**config.mk**
```make
export PLATFORM = sky130hd
export DESIGN_NAME = sample_byte_packer
export DESIGN_NICKNAME = d
export VERILOG_FILES = /design/src/rtl/sample_byte_packer.sv
export SDC_FILE = /design/constraint.sdc
export NUM_CORES = 1
export LEC_CHECK = 0
export CAP_MARGIN = 10
export CORE_UTILIZATION = 53
export DETAILED_ROUTE_END_ITERATION = 6
export PLACE_DENSITY = 0.84
export SYNTH_ARGS = -nofsm -noshare
export SYNTH_HDL_FRONTEND = slang
export SYNTH_SLANG_ARGS = --single-unit
```
**constraint.sdc**
```tcl
create_clock -name clk -period 4.5 [get_ports clk]
set_input_delay 1.125 -clock clk [delete_from_list [all_inputs] [get_ports clk]]
set_output_delay 1.125 -clock clk [all_outputs]
set_load 0.02 [all_outputs]
```
**src/rtl/sample_byte_packer.sv**
```systemverilog
// Serializes SAMPLE_W-bit FIFO samples into an LSB-first byte stream, one byte per clock.
// Optional lost-sample counter is enabled by defining PACKER_LOST_COUNT_EN.
module sample_byte_packer #(
  parameter int SAMPLE_W = 48
) (
  input  logic                clk,
  input  logic                reset,
`ifdef PACKER_LOST_COUNT_EN
  input  logic                count_clr,
  output logic [15:0]         lost_count,
`endif
  input  logic                sample_rdy,
  input  logic [SAMPLE_W-1:0] sample,
  output logic                sample_ack,
  output logic                data_rdy,
  output logic [7:0]          data,
  input  logic                data_ack
);

  localparam int NBYTES = SAMPLE_W / 8;
  localparam int IDX_W  = $clog2(NBYTES);
  localparam logic [IDX_W-1:0] LAST_IDX = IDX_W'(NBYTES - 1);
  localparam logic [0:0] ST_IDLE = 1'b0;
  localparam logic [0:0] ST_SEND = 1'b1;

  logic [NBYTES-1:0][7:0] buf_r;
  logic [IDX_W-1:0]       idx_r;
  logic [IDX_W-1:0]       idx_next_s;
  logic [0:0]             state_r;
  logic                   sample_ack_r;
  logic [7:0]             data_r;
  logic                   capture_s;
  logic                   advance_s;
  logic                   finish_s;

  // Decide whether this edge captures a new sample, steps to the next byte, or ends the burst.
  always_comb begin
    capture_s  = 1'b0;
    advance_s  = 1'b0;
    finish_s   = 1'b0;
    idx_next_s = idx_r + IDX_W'(1);
    case (state_r)
      ST_IDLE: begin
        capture_s = sample_rdy && !sample_ack_r;
      end
      ST_SEND: begin
        if (data_ack) begin
          if (idx_r != LAST_IDX) begin
            advance_s = 1'b1;
          end else if (sample_rdy && !sample_ack_r) begin
            // Reload on the last byte so back-to-back samples have no bubble.
            capture_s = 1'b1;
          end else begin
            finish_s = 1'b1;
          end
        end else begin
          advance_s = 1'b0;
        end
      end
      default: begin
        finish_s = 1'b1;
      end
    endcase
  end

  // Sample buffer, byte index, state and registered outputs.
  always_ff @(posedge clk) begin
    if (reset) begin
      buf_r        <= {SAMPLE_W{1'b0}};
      idx_r        <= {IDX_W{1'b0}};
      state_r      <= ST_IDLE;
      sample_ack_r <= 1'b0;
      data_r       <= 8'h00;
    end else begin
      sample_ack_r <= capture_s;
      if (capture_s) begin
        buf_r   <= sample;
        idx_r   <= {IDX_W{1'b0}};
        data_r  <= sample[7:0];
        state_r <= ST_SEND;
      end else if (advance_s) begin
        idx_r  <= idx_next_s;
        data_r <= buf_r[idx_next_s];
      end else if (finish_s) begin
        state_r <= ST_IDLE;
      end else begin
        state_r <= state_r;
      end
    end
  end

  assign sample_ack = sample_ack_r;
  assign data_rdy   = (state_r == ST_SEND);
  assign data       = data_r;

`ifdef PACKER_LOST_COUNT_EN
  logic [15:0] lost_count_r;

  // Saturating count of captured samples carrying the lost flag; clear has priority.
  always_ff @(posedge clk) begin
    if (reset) begin
      lost_count_r <= 16'h0000;
    end else if (count_clr) begin
      lost_count_r <= 16'h0000;
    end else if (capture_s && sample[SAMPLE_W-1] && (lost_count_r != 16'hFFFF)) begin
      lost_count_r <= lost_count_r + 16'h0001;
    end else begin
      lost_count_r <= lost_count_r;
    end
  end

  assign lost_count = lost_count_r;
`endif

endmodule

```
Yosys cells after proc, flatten, opt, wreduce, memory -nomap -nowiden

Cells that the tools add are included.

Logic and storage cells: 39
Output and inout bits: 10
Register bits: 61
Bits of input ports: 52

Reduce and logical (&&, ||, !) cells: 6
$add $sub $neg: 1
Equality and inequality tests: 2
Bitwise gates (word level): 1
$lt $le $gt $ge: 1
Mux-type cells: 18

Operator list:

| operator                                                              | number |
|---|---|
| 8-bit binary-select mux with 3-bit select                             | 1 |
| 8-bit 2-to-1 mux                                                      | 3 |
| 1-bit 2-to-1 mux                                                      | 13 |
| 3-bit by 4-bit < comparator with 1-bit output (second input constant) | 1 |
| 2-bit nonzero test                                                    | 2 |
| 3-bit by 1-bit adder with 3-bit output (second input constant)        | 1 |
| 3-bit != test (second input constant)                                 | 1 |
| 2-bit != test (second input constant)                                 | 1 |
| 1-bit one-hot mux with 2 select lines                                 | 1 |
| 2-bit AND reduction                                                   | 1 |
| 2-bit OR reduction                                                    | 1 |
| 1-bit logical AND                                                     | 1 |
| 1-bit zero test                                                       | 1 |
| 1-bit NOT                                                             | 1 |

Logic depth before layout (Yosys ltp)

Gate-level depths: netlist of run 1.

Word-level depth: 9
Mapped depth: 8
Gate-level depth less buffers: 6

Worst setup path before layout of run 1

OpenSTA, ideal clock, no wires.

Path type: input -> register
Start point: input sample_rdy
End point: register data_r[0] (netlist: data[0])
Setup time: 60 ps
Stages: 4
Buffers on the path: 0
Data arrival time: 2,020 ps
Data required time: 4,440 ps
Path slack: 2,420 ps
Path through: nand2b_1 > a21bo_2 > a21oi_1 > a221o_1

Word-level cells in the longest chain between the ends: 6
Elaborated cells between the ends (all ways): 7
Those cells by class: mux: 5; reduce/logical: 2

RTL lines:

| element                                                | line   | text |
|---|---|---|
| start: declaration                                     | 12     | `input logic sample_rdy,` |
| 1-bit logical AND *                                    | 44, 50 |  |
| 1-bit 2-to-1 mux                                       | 50     | `end else if (sample_rdy && !sample_ack_r) begin` |
| 1-bit 2-to-1 mux                                       | 48     | `if (idx_r != LAST_IDX) begin` |
| 1-bit 2-to-1 mux                                       | 47     | `if (data_ack) begin` |
| 1-bit one-hot mux with 2 select lines *                | 42     | `case (state_r)` |
| 8-bit 2-to-1 mux or 2-bit nonzero test (tied branches) | -      |  |
| end signal: assignment                                 | 79     | `data_r <= sample[7:0];` |
| end signal: assignment                                 | 83     | `data_r <= buf_r[idx_next_s];` |
| end: declaration                                       | 31     | `logic [7:0] data_r;` |

Mark *: on every way between the ends. The rest lies on a longest branch, timed or not.
A chain may end at the register's enable or synchronous reset.

Worst setup path in the final report of run 1

Start point: input data_ack
End point: register data_r[7] (netlist: data[7])

Word-level cells in the longest chain between the ends: 3
Elaborated cells between the ends (all ways): 6
Those cells by class: mux: 5; reduce/logical: 1

RTL lines:

| element                                                                   | line | text |
|---|---|---|
| start: declaration                                                        | 17   | `input logic data_ack` |
| 1-bit 2-to-1 mux                                                          | 47   |  |
| 1-bit one-hot mux with 2 select lines or 1-bit 2-to-1 mux (tied branches) | 42   |  |
| 8-bit 2-to-1 mux or 2-bit nonzero test (tied branches)                    | -    |  |

Several ways; a longest one is shown, not always the timed one.

==> results of run 1 <==
-- layout make-up --
| type | instances | share of cell area (%) |
|---|---|---|
| sequential | 61 | 35.8 |
| multi-input combinational | 216 | 37.4 |
| clock buffer | 15 | 5.77 |
| timing repair buffer | 64 | 18.4 |
| tap | 67 | 2.46 |
| inverter | 1 | 0.110 |
-- cell families (layout without fill, tap and decap cells) --
kind of cell / after synthesis / after routing / share of synthesized area (%)
adder cells (fa/ha/maj): 2 / 2 / 0.954
flip-flops: 61 / 61 / 46.5
AO/OA/AOI/OAI: 70 / 70 / 15.4
multiplexers: 16 / 16 / 11.3
AND/OR/NAND/NOR: 124 / 124 / 19.2
XOR/XNOR: 4 / 4 / 1.34
buffers and inverters: 23 / 80 / 5.34
-- registers in the layout, indices dropped and copies added (netlist names) --
name,flops
idx_r,3
sample_ack,1
buf_r,48
data,8
data_rdy,1
-- metrics by stage --
stage	setup slack [ns]	instances	power, mW	cell area [sq um]
after floorplan	2.42	300	0.706	2620
after global placement	1.34	409	0.776	3210
after detailed placement	1.25	409	0.782	3210
after CTS	1.63	424	1.25	3410
after global routing	1.44	424	1.30	3410
final	1.61	424	1.24	3410
-- path summary, 6_finish.rpt --
path | slack (ns) | from | cells after the start | end
setup reg to reg | 2.30 | idx_r[1]$_SDFFE_PP0P_ | 6 | data[7]$_SDFFE_PP0P_
setup / recovery | 1.61 | data_ack | 5 | data[7]$_SDFFE_PP0P_
hold reg to reg | 0.45 | buf_r[28]$_SDFFE_PP0P_ | 2 | buf_r[28]$_SDFFE_PP0P_
hold / removal | 0.45 | buf_r[28]$_SDFFE_PP0P_ | 2 | buf_r[28]$_SDFFE_PP0P_
-- power groups by stage --
stage / sequential (mW) / combinational (mW) / clock (mW)
2_1_floorplan: 0.604 / 0.102 / 0
3_3_place_gp: 0.601 / 0.174 / 0
3_5_place_dp: 0.603 / 0.179 / 0
4_1_cts: 0.592 / 0.180 / 0.475
5_1_grt: 0.595 / 0.197 / 0.503
6_report: 0.592 / 0.179 / 0.471
-- tightest hold or removal path: stages, from the launching register on --
cell	delay, ns
dfxtp_1	0.30
nand2_1	0.05
a21oi_1	0.05
-- placed cells by master, fill, tap and decap left out --
master | netlist | final
clkbuf_8 | 1 | 14
clkdlybuf4s50_1 | 0 | 60
a2111oi_0 | 1 | 1
ha_1 | 2 | 2
inv_1 | 1 | 1
a21oi_4 | 0 | 1
nand4_1 | 1 | 1
mux4_2 | 1 | 1
nand4b_2 | 1 | 1
clkbuf_1 | 7 | 1
nor3_1 | 2 | 2
mux4_1 | 7 | 7
and3_1 | 1 | 1
a21bo_2 | 1 | 1
xor2_1 | 2 | 2
xnor2_1 | 2 | 2
dfxtp_1 | 61 | 61
nor2_1 | 1 | 1
buf_2 | 9 | 1
a221o_1 | 8 | 8
nand2b_1 | 2 | 2
nand2_1 | 106 | 106
nor2_2 | 1 | 1
mux2_2 | 8 | 8
a21oi_1 | 59 | 58
nand3_1 | 9 | 9
buf_4 | 1 | 3
a21o_2 | 1 | 1
-- per-layer routing --
layer	vias to the layer above	share of wire, %	track usage [%]
met4	0	2.4	13.5
met3	14	5.1	5.69
li1	1133	-	-
met2	77	47	39.6
met1	1005	46	32.4
met5	-	0	0
==> key figures, run 1 <==
Logic synthesis
  – Post-synth ARST share: 0%
  – Post-Syn Area: between 2000 and 3000 sq um
  – Number of synthesized flops with an enable pin: 0
  – Mean Syn Cell Area: around 8.7 sq um
  – Warnings from Yosys: 0
  – Post-synthesis sequential area ratio: approximately 47%
  – Yosys cell types: 30
  – Cells after Synth: 300
  – Post-synth top cells: 106 x nand2_1, 61 x dfxtp_1, 59 x a21oi_1
  – Synth top area share: between 40% and 50%
  – Most frequent cell after synthesis: nand2_1
  – Largest area contributor in the netlist: dfxtp_1
  – Main area contributors after synthesis: dfxtp_1 47%, nand2_1 15%, a21oi_1 11%, mux4_1 7.0%, mux2_2 3.4%
  – Register bit total from synthesis: 61
  – Syn_nets: between 300 and 400
  – Most used flip-flop cell after synthesis: dfxtp_1

Pwr
  – Clock Power Share: 37.9%
  – Leakage power: 1.29 nW
  – PwrDens: ~360 nW/um^2
  – Switch Pwr: just over 300 uW
  – Cell internal pwr: approximately 940 uW
  – Seq pwr share: about 48%
  – Switching portion of total power: approximately 24%
  – Logic pwr share: around 14%
  – Max VDD drop: approximately 0.22 mV

Clock network
  – Gates resized, CTS repair: 0
  – CTS Hold Bufs: 0
  – H-tree lvl count: 3
  – CTS buffer count: 9
  – Worst-Skew Late Latency: ~0.34 ns
  – Root Buffer: clkbuf_8
  – CTS tree: done
  – Max Root-Sink Buffers: 2
  – Clock Sinks: 61
  – Setup bufs post-CTS: 0
  – Clock slew at reported path FFs: about 0.06 ns

Routing
  – Via/cell ratio: around 5.3
  – Iter 0 DRT Violations: about 140
  – Routed WL per cell: 13.9 um
  – DRC violation count after routing: 0
  – Total Wirelength: approximately 5900 um
  – Vias: ~2,200
  – Drt first pass iters: 4
  – Antenna viol nets, final: 0

Final layout
  – Area of the multi-input gates: roughly 1300 sq um
  – Final Net Count: between 400 and 500
  – Antenna Cells: 0
  – Filler cell count: ~400
  – Register area: 1220 sq um
  – Post-layout util: 71.7%
  – Layout cells sized above 1: 8.96%
  – P&R area growth vs syn: 29.9%

STA
  – RSZ-0062 raised after global routing: no
  – Tcrit/Tclk final: approximately 64%
  – Setup violators final: 0
  – Tmin final: slightly below 3 ns
  – Max-slew violation count: 0
  – Max Freq: about 0.35 GHz
  – Slew @ Worst Pin: roughly 0.88 ns
  – Rel. slew slack: 41.5%
  – Clock Skew: ~0.0047 ns
  – Hold violation count in the final report: 0
  – Final setup TNS: 0 ns
  – Final hold slack: 0.452 ns

Setup path
  – Crit path DAT: between 3 and 4 ns
  – Crit path buf inv count: 1
  – Critical path peak fanout: ~50
  – Required time worst endpoint: between 4 and 5 ns
  – Slowest stage delay, CP: between 0.7 and 0.8 ns
  – Crit Path Category: in2reg
  – Crit. End Element: flip-flop
  – Crit path cell chain: clkdlybuf4s50_1, nand3_1, a21o_2, nor2_2, a221o_1
  – Top delay family on crit path: compound AO/OA/AOI/OAI gates
  – Slowest library cell on the worst path: a21o_2
  – Setup crit start kind: input port

Job
  – Max-cap violations: 0

Floorplanning
  – Die area: ~5200 sq um
  – Vert. Die Dim: a little over 70 um
  – Core area: approximately 4800 sq um
  – Initial Util: 55.2%
  – Row count: 25
  – Die width: 72.4 um
  – Ports: between 60 and 70

Status
  – Outcome: finished clean

Place
  – PortBufs: 61
  – Placed wire-length estimate: ~3900 um
  – Routability cong.: roughly 0.81

Global route
  – Remaining Overflow, GRT: 0
  – Pin count of the biggest net entering global routing: 50
  – Initial antenna violation count: 0
  – Vias in the first global route: roughly 2,200
  – First-pass GRT wire length: 9950 um
  – GRT Total Usage: around a quarter

Hold path
  – Min-delay worst type: reg2reg
(Power assumes the default switching activity.)
==> run 2: changes to the inputs <==
- CORE_UTILIZATION: 53 -> 44
- PLACE_DENSITY: 0.84 -> 0.75
- clock period: 4.5 -> 2.56 ns (I/O delays scaled with it)
==> run 2 against run 1 <==
  * Global-route usage decreased by 4.7 points
  * Clock power up 78%
  * Largest cell class unchanged
  * Total power grew 77%
  * Sequential power up 76%
  * Critical endpoint is now data_rdy
==> key figures, run 2 (synthesized netlist as in run 1, its figures left out) <==
Status
  – Outcome: finished clean

Pwr
  – Leakage power: 1.29 nW
  – PwrDens: 641 nW/um^2
  – Cell internal pwr: 1.67 mW
  – Switching portion of total power: 23.8%
  – Clock Power Share: about two fifths
  – Seq pwr share: between 40% and 50%
  – Max VDD drop: about 0.35 mV
  – Switch Pwr: approximately 520 uW
  – Logic pwr share: 14.4%

Clock network
  – Root Buffer: clkbuf_8
  – Setup bufs post-CTS: 0
  – Clock slew at reported path FFs: 0.06 ns
  – Clock Sinks: 61
  – CTS buffer count: 9
  – H-tree lvl count: 3
  – Max Root-Sink Buffers: 2
  – CTS Hold Bufs: 0
  – Worst-Skew Late Latency: approximately 0.34 ns
  – Gates resized, CTS repair: 0
  – CTS tree: done

Routing
  – Total Wirelength: about 5800 um
  – Routed WL per cell: about 13 um
  – Antenna viol nets, final: 0
  – DRC violation count after routing: 0
  – Drt first pass iters: 4
  – Via/cell ratio: 5.21
  – Vias: around 2,200
  – Iter 0 DRT Violations: between 100 and 150

Final layout
  – Top reg by flops: buf_r
  – Layout cells sized above 1: 8.91%
  – Antenna Cells: 0
  – Commonest non-fill, non-tap cells in the layout: 106 x nand2_1, 61 x dfxtp_1, 60 x clkdlybuf4s50_1
  – P&R area growth vs syn: 30.5%
  – Finished Cell Area: 3420 sq um
  – Non-Filler Instances: around 430
  – Leading cell type in the layout, fill and taps excluded: nand2_1
  – Max FFs per register: 48
  – Final Net Count: about 410

STA
  – Tcrit/Tclk final: around 85%
  – Max-slew violation count: 0
  – Tmin final: approximately 2.2 ns
  – Rel. slew slack: between 40% and 50%
  – Worst setup margin: between 0.3 and 0.4 ns
  – Clock Skew: approximately 0.0084 ns
  – Setup violators final: 0
  – Hold violation count in the final report: 0
  – Slew @ Worst Pin: 0.768 ns
  – RSZ-0062 raised after global routing: no
  – Final setup TNS: 0 ns
  – Max Freq: roughly 0.46 GHz

Setup path
  – Crit. End Element: output port
  – Setup crit start kind: flip-flop
  – R2r setup slk: approximately 0.56 ns
  – Slowest stage delay, CP: 0.68 ns
  – Crit path DAT: approximately 1.6 ns
  – Crit path buf inv count: 1
  – Crit path cell chain: clkdlybuf4s50_1
  – Crit Path Category: reg2out
  – Slowest library cell on the worst path: clkdlybuf4s50_1
  – Required time worst endpoint: 1.92 ns
  – Critical path peak fanout: 9
  – Top delay family on crit path: buffers and inverters

Floorplanning
  – Die area: about 6300 sq um
  – Row count: 27
  – Core area: around 5600 sq um
  – Ports: 62
  – Vert. Die Dim: between 70 and 80 um
  – Initial Util: a little under half
  – Die width: 79.2 um

Place
  – Placed wire-length estimate: approximately 4000 um
  – PortBufs: 61
  – Routability cong.: 0.763
  – Placed instance area: approximately 3200 sq um
  – Placed cells: roughly 420
  – Pre-CTS setup slack: about 0.15 ns

Global route
  – Remaining Overflow, GRT: 0
  – GRT Total Usage: between 20% and 30%
  – First-pass GRT wire length: 9850 um
  – Initial antenna violation count: 0
  – Pin count of the biggest net entering global routing: 35
  – Vias in the first global route: around 2,200

Hold path
  – Min-delay worst type: reg2reg

Job
  – Max-cap violations: 0
==> run 2: changes by cell type in the layout (fill, tap and decap cells not counted), sizes merged <==
cell | before | now
buf | 4 | 6
clkbuf | 15 | 14
bufinv | 0 | 1
==> run 2: path summary, 6_finish.rpt <==
check,to,from,depth (start not counted)
worst min-delay path,buf_r[28]$_SDFFE_PP0P_,buf_r[28]$_SDFFE_PP0P_,2
worst max register to register,data[0]$_SDFFE_PP0P_,idx_r[0]$_SDFFE_PP0P_,6
worst max-delay path,data_rdy,data_rdy$_SDFFE_PP0P_,1
worst min register to register,buf_r[28]$_SDFFE_PP0P_,buf_r[28]$_SDFFE_PP0P_,2
==> run 2: area by class of cell <==
class                      instances  area (sq um)
multi-input combinational        216          1270
sequential                        61          1220
fill                             515          2220
clock inverter                     1          30.0
tap                               72          90.1
clock buffer                      14           163
inverter                           1          3.75
timing repair buffer              66           643
==> run 2: stage by stage <==
step           power, mW  util [%]  hold slack [ns]
3_3_place_gp        1.37      57.3            0.437
3_5_place_dp        1.38      57.3            0.446
6_report            2.20      60.7            0.450
5_1_grt             2.30      60.7            0.474
4_1_cts             2.22      60.7            0.454
2_1_floorplan       1.24         -            0.432
==> run 2: power groups by stage <==
stage / combinational [mW] / sequential (mW) / clock (mW)
after floorplan: 0.179 / 1.06 / 0
after global placement: 0.313 / 1.06 / 0
after detailed placement: 0.318 / 1.06 / 0
after CTS: 0.319 / 1.04 / 0.858
after global routing: 0.348 / 1.05 / 0.905
final: 0.317 / 1.04 / 0.840
==> run 2: layer usage <==
layer	routed length, um	vias to the layer above	track usage (%)	part of all wire [%]
li1	-	1140	-	-
met1	2640	1017	25.8	45
met2	2670	69	31.6	46
met3	321	19	4.71	5.5
met4	174	0	12.5	3.0
met5	0	-	0	0
==> run 3: changes to the inputs <==
- PLACE_DENSITY: 0.75 -> 0.71
==> run 3 against run 2 <==
  * Worst hold slack about the same
  * First-iteration DRC count decreased by 18%
  * Non-clock buffer count unchanged
  * Clock-buffer cell count decreased by 3
  * Design area increased by 0.77%
  * Clock skew increased by 0.0021 ns
  * Flip-flop and latch count unchanged
  * Die area unchanged
  * Global-route usage decreased by 0.59 points
  * Setup slack improved by 0.026 ns
==> key figures, run 3 (synthesized netlist as in run 1, its figures left out) <==
Final layout
  – Final Net Count: 409
  – Max FFs per register: 48
  – Post-layout util: about three fifths
  – Top reg by flops: buf_r
  – Layout cells sized above 1: under 10%
  – Antenna Cells: 0
  – Commonest non-fill, non-tap cells in the layout: 106 x nand2_1, 61 x dfxtp_1, 60 x clkdlybuf4s50_1
  – Leading cell type in the layout, fill and taps excluded: nand2_1
  – P&R area growth vs syn: 31.5%

Global route
  – GRT Total Usage: 19.9%
  – Initial antenna violation count: 0
  – First-pass GRT wire length: 9390 um
  – Remaining Overflow, GRT: 0
  – Vias in the first global route: between 1,500 and 2,000
  – Pin count of the biggest net entering global routing: 52

Floorplanning
  – Vert. Die Dim: 79.2 um
  – Die width: ~79 um
  – Die area: 6280 sq um
  – Row count: 27
  – Initial Util: a little under half
  – Core area: around 5600 sq um
  – Ports: 62

STA
  – RSZ-0062 raised after global routing: no
  – Max Freq: about 0.46 GHz
  – Setup violators final: 0
  – Hold violation count in the final report: 0
  – Slew @ Worst Pin: about 0.6 ns
  – Rel. slew slack: between 50 and 60%
  – Tcrit/Tclk final: between 80 and 90%
  – Final setup TNS: 0 ns
  – Max-slew violation count: 0
  – Clock Skew: ~0.011 ns
  – Tmin final: approximately 2.2 ns

Clock network
  – Worst-Skew Late Latency: about 0.35 ns
  – CTS buffer count: 9
  – H-tree lvl count: 3
  – Clock slew at reported path FFs: roughly 0.060 ns
  – CTS tree: done
  – Root Buffer: clkbuf_8
  – CTS Hold Bufs: 0
  – Setup bufs post-CTS: 0
  – Clock Sinks: 61
  – Max Root-Sink Buffers: 2
  – Gates resized, CTS repair: 0

Job
  – Max-cap violations: 0

Setup path
  – Slowest library cell on the worst path: clkdlybuf4s50_1
  – Required time worst endpoint: between 1.5 and 2 ns
  – R2r setup slk: about 0.58 ns
  – Crit path DAT: around 1.5 ns
  – Top delay family on crit path: buffers and inverters
  – Crit Path Category: reg2out
  – Critical Path Stages: 1
  – R2R Path End: data[0]$_SDFFE_PP0P_
  – Crit path buf inv count: 1
  – Slowest stage delay, CP: between 0.6 and 0.7 ns
  – Worst R2R Path Depth: 6
  – Critical path peak fanout: 9
  – R2r startpoint: idx_r[0]$_SDFFE_PP0P_
  – Crit. End Element: output port
  – Crit path cell chain: clkdlybuf4s50_1
  – Setup crit start kind: flip-flop

Hold path
  – Hold_sp: buf_r[21]$_SDFFE_PP0P_
  – Min-delay worst type: reg2reg
  – Hold Path Sink: buf_r[21]$_SDFFE_PP0P_
  – Hold Crit Depth: 2

Routing
  – Vias: 2,210
  – Antenna viol nets, final: 0
  – Drt first pass iters: 4
  – Routed WL per cell: about 14 um
  – Iter 0 DRT Violations: 97
  – Total Wirelength: 5850 um
  – Via/cell ratio: 5.12
  – DRC violation count after routing: 0

Pwr
  – Clock Power Share: 39.8%
  – Max VDD drop: around 0.36 mV
  – Seq pwr share: between 40% and 50%
  – Leakage power: 1.31 nW
  – Switch Pwr: approximately 540 uW
  – PwrDens: ~660 nW/um^2
  – Switching portion of total power: about a quarter
  – Logic pwr share: between 10% and 20%
  – Cell internal pwr: approximately 1.7 mW

Status
  – Outcome: finished clean

Place
  – Placed wire-length estimate: 3990 um
  – PortBufs: between 60 and 70
  – Routability cong.: roughly 0.83
## run 3: worst max-delay path by stage
stage                               start                   end  slack [ns]
floorplan           idx_r[1]$_SDFFE_PP0P_  data[6]$_SDFFE_PP0P_        0.85
global placement                 data_ack  data[1]$_SDFFE_PP0P_        0.31
detailed placement               data_ack  data[3]$_SDFFE_PP0P_        0.24
CTS                 data_rdy$_SDFFE_PP0P_              data_rdy        0.39
global route        data_rdy$_SDFFE_PP0P_              data_rdy        0.35
finish              data_rdy$_SDFFE_PP0P_              data_rdy        0.40
## run 3: cell type report
cell class | instances | area (sq um)
Clock inverter | 5 | 75.1
Clock buffer | 11 | 131
Multi-Input combinational cell | 216 | 1270
Timing Repair Buffer | 66 | 656
Tap cell | 72 | 90.1
Sequential cell | 61 | 1220
Inverter | 1 | 3.75
Fill cell | 497 | 2190
## run 3: per-layer routing
layer  vias to the layer above  GRT usage (%)  wire (um)
li1                       1143              -          -
met1                       985           25.6       2760
met2                        71           30.0       2620
met3                        11           7.59        368
met4                         0           7.64         93
met5                         -              0          0
## run 3: metrics by stage
step           cells  instance area (sq um)  hold slack [ns]  setup slack [ns]  power, mW
2_1_floorplan    300                   2620            0.432             0.852       1.24
3_3_place_gp     416                   3240            0.439             0.308       1.38
3_5_place_dp     416                   3240            0.445             0.239       1.38
4_1_cts          432                   3450            0.454             0.387       2.28
5_1_grt          432                   3450            0.474             0.349       2.36
6_report         432                   3450            0.450             0.398       2.26
## run 3: power groups by stage
| stage | Clock [mW] | Combinational, mW | Sequential, mW |
|---|---|---|---|
| finish | 0.900 | 0.323 | 1.04 |
| CTS | 0.916 | 0.325 | 1.04 |
| detailed placement | 0 | 0.323 | 1.06 |
| floorplan | 0 | 0.179 | 1.06 |
| global route | 0.960 | 0.354 | 1.05 |
| global placement | 0 | 0.318 | 1.06 |
==> RTL change: new RTL, config.mk and constraints of run 2 <==
Change the parameter `SAMPLE_W` from 48 to 40.
--- a/src/rtl/sample_byte_packer.sv
+++ b/src/rtl/sample_byte_packer.sv
@@ -3,3 +3,3 @@
 module sample_byte_packer #(
-  parameter int SAMPLE_W = 48
+  parameter int SAMPLE_W = 40
 ) (
Ports: changed (resized sample); port bits go from 62 to 54. No check against the original RTL was run, so the function may have changed too.
==> RTL change against run 2 <==
Routed wire length is 16% lower. Sequential share of layout area is 0.30 points higher. Power is 14% lower. Largest cell class is now registers. Worst setup slack better by 0.13 ns. Final cell count is 14% lower. Sequential cell count is 8 lower. Critical path type unchanged. Area after synthesis is 16% lower. Hold slack better by 0.0059 ns. Design area is 14% lower. Critical endpoint unchanged. Count of clock-buffer cells in the layout is 9 lower. Die area is 15% lower. Sequential power is 13% lower. Critical path depth stayed put. Register-to-register slack better by 0.04 ns.
==> RTL change: results (changes against run 2) <==
Worst EP arrival 1.42 ns (was 1.55 ns); Num CTS Buffers 5 (was 9); RePlAce Congestion 0.762 (was 0.763); sequential area share after synthesis 48.0% (was 46.5%); crit-path max FO 6 (was 9); Worst Hold Launch buf_r[12] (was buf_r[28]); CTS clk-pin slew, worst paths 0.09 ns (was 0.06 ns); worst skew pair latency 0.30 ns (was 0.34 ns); Nets 349 (was 409); R2R Path End data[6] (was data[0]); Max Root-Sink Buffers 2 (unchanged); half-perimeter wire length after placement 3270 µm (was 4000 µm); max reg flops 40 (was 48); mean routed wirelength per cell 13.1 µm (was 13.5 µm); Pleak 0.00108 µW (was 0.00129 µW); worst ir drop on vdd 0.405 mV (was 0.353 mV); pin count of the biggest net entering global routing 54 (was 35); clk_skew 0.00936 ns (was 0.00838 ns); vias post-DR 1888 (was 2245); Synthesized Nets 300 (was 354); Netlist cell types 25 (was 30); commonest cells in the synthesized netlist 81 x nand2_1, 53 x dfxtp_1, 41 x a21oi_1, 18 x nor2_1, 9 x clkbuf_1 (was 106 x nand2_1, 61 x dfxtp_1, 59 x a21oi_1, 9 x buf_2, 9 x nand3_1); ys flop type dfxtp_1 (unchanged); IO buf count 53 (was 61); DRT Pass-1 Iters 5 (was 4); crit-path max cell delay 0.65 ns (was 0.68 ns); worst reg2reg path depth 5 (was 6); max_slew headroom 67.9% (was 48.4%); Initial DRC Count 105 (was 119); r2r setup slk 0.60 ns (was 0.56 ns); pre-CTS setup slack 0.296 ns (was 0.147 ns); sw frac 24.1% (was 23.8%); ANT cells 0 (unchanged); outcome finished, final reports clean (unchanged); Total Power 1890 µW (was 2200 µW); GRT Total Usage 20.2% (was 20.5%); number of global-route vias before repair 1814 (was 2171); first-pass GRT wire length 8290 µm (was 9850 µm); Final Cycle Share 80.5% (was 85.5%)
-- RTL change: routing by layer --
layer  vias up  global-route usage (%)  wire, µm
met5         -                       0         0
met4         0                    7.41        78
met3         8                    3.18       231
met2        52                    31.4      2270
met1       862                    28.5      2280
li1        966                       -         -
-- RTL change: logic make-up (layout without fill, tap and decap cells) --
family / count (synthesis) / count (layout) / share of synthesized area (%)
flops: 53 / 53 / 48.0
compound gates: 53 / 53 / 14.6
buf+inv: 20 / 70 / 4.36
fa+ha+maj: 2 / 2 / 1.13
mux: 9 / 9 / 8.60
xor+xnor: 3 / 3 / 1.53
simple gates: 114 / 114 / 21.8
-- RTL change: final cells by class --
type / count / area (µm²)
clock buffers: 5 / 68.8
clock inverters: 3 / 68.8
fillers: 416 / 1840
inverters: 3 / 11.3
multi-input cells: 181 / 1060
flip-flops and latches: 53 / 1060
well taps: 67 / 83.8
repair buffers: 59 / 596
-- RTL change: metrics by stage --
stage,instance area (µm²),instances
after floorplan,2210,254
after global placement,2810,363
after detailed placement,2810,363
after CTS,2950,371
after global routing,2950,371
final,2950,371
-- RTL change: how the worst min path moves through the flow --
stage / to / slack (ns) / cells after the start
finish: buf_r[12] / 0.46 / 2
global route: buf_r[30] / 0.47 / 2
CTS: buf_r[24] / 0.46 / 2
detailed placement: buf_r[24] / 0.45 / 2
global placement: buf_r[14] / 0.44 / 2
floorplan: buf_r[24] / 0.43 / 2
-- RTL change: power groups by stage --
stage / clock network [µW] / registers, µW / logic, µW
3_5_place_dp: 0 / 928 / 313
6_report: 669 / 909 / 313
5_1_grt: 715 / 917 / 342
3_3_place_gp: 0 / 926 / 311
2_1_floorplan: 0 / 940 / 159
4_1_cts: 681 / 909 / 315
-- RTL change: worst min-delay path: stages (launching register included) --
cell	delay, ns
dfxtp_1	0.32
nand2_1	0.05
a21oi_1	0.05
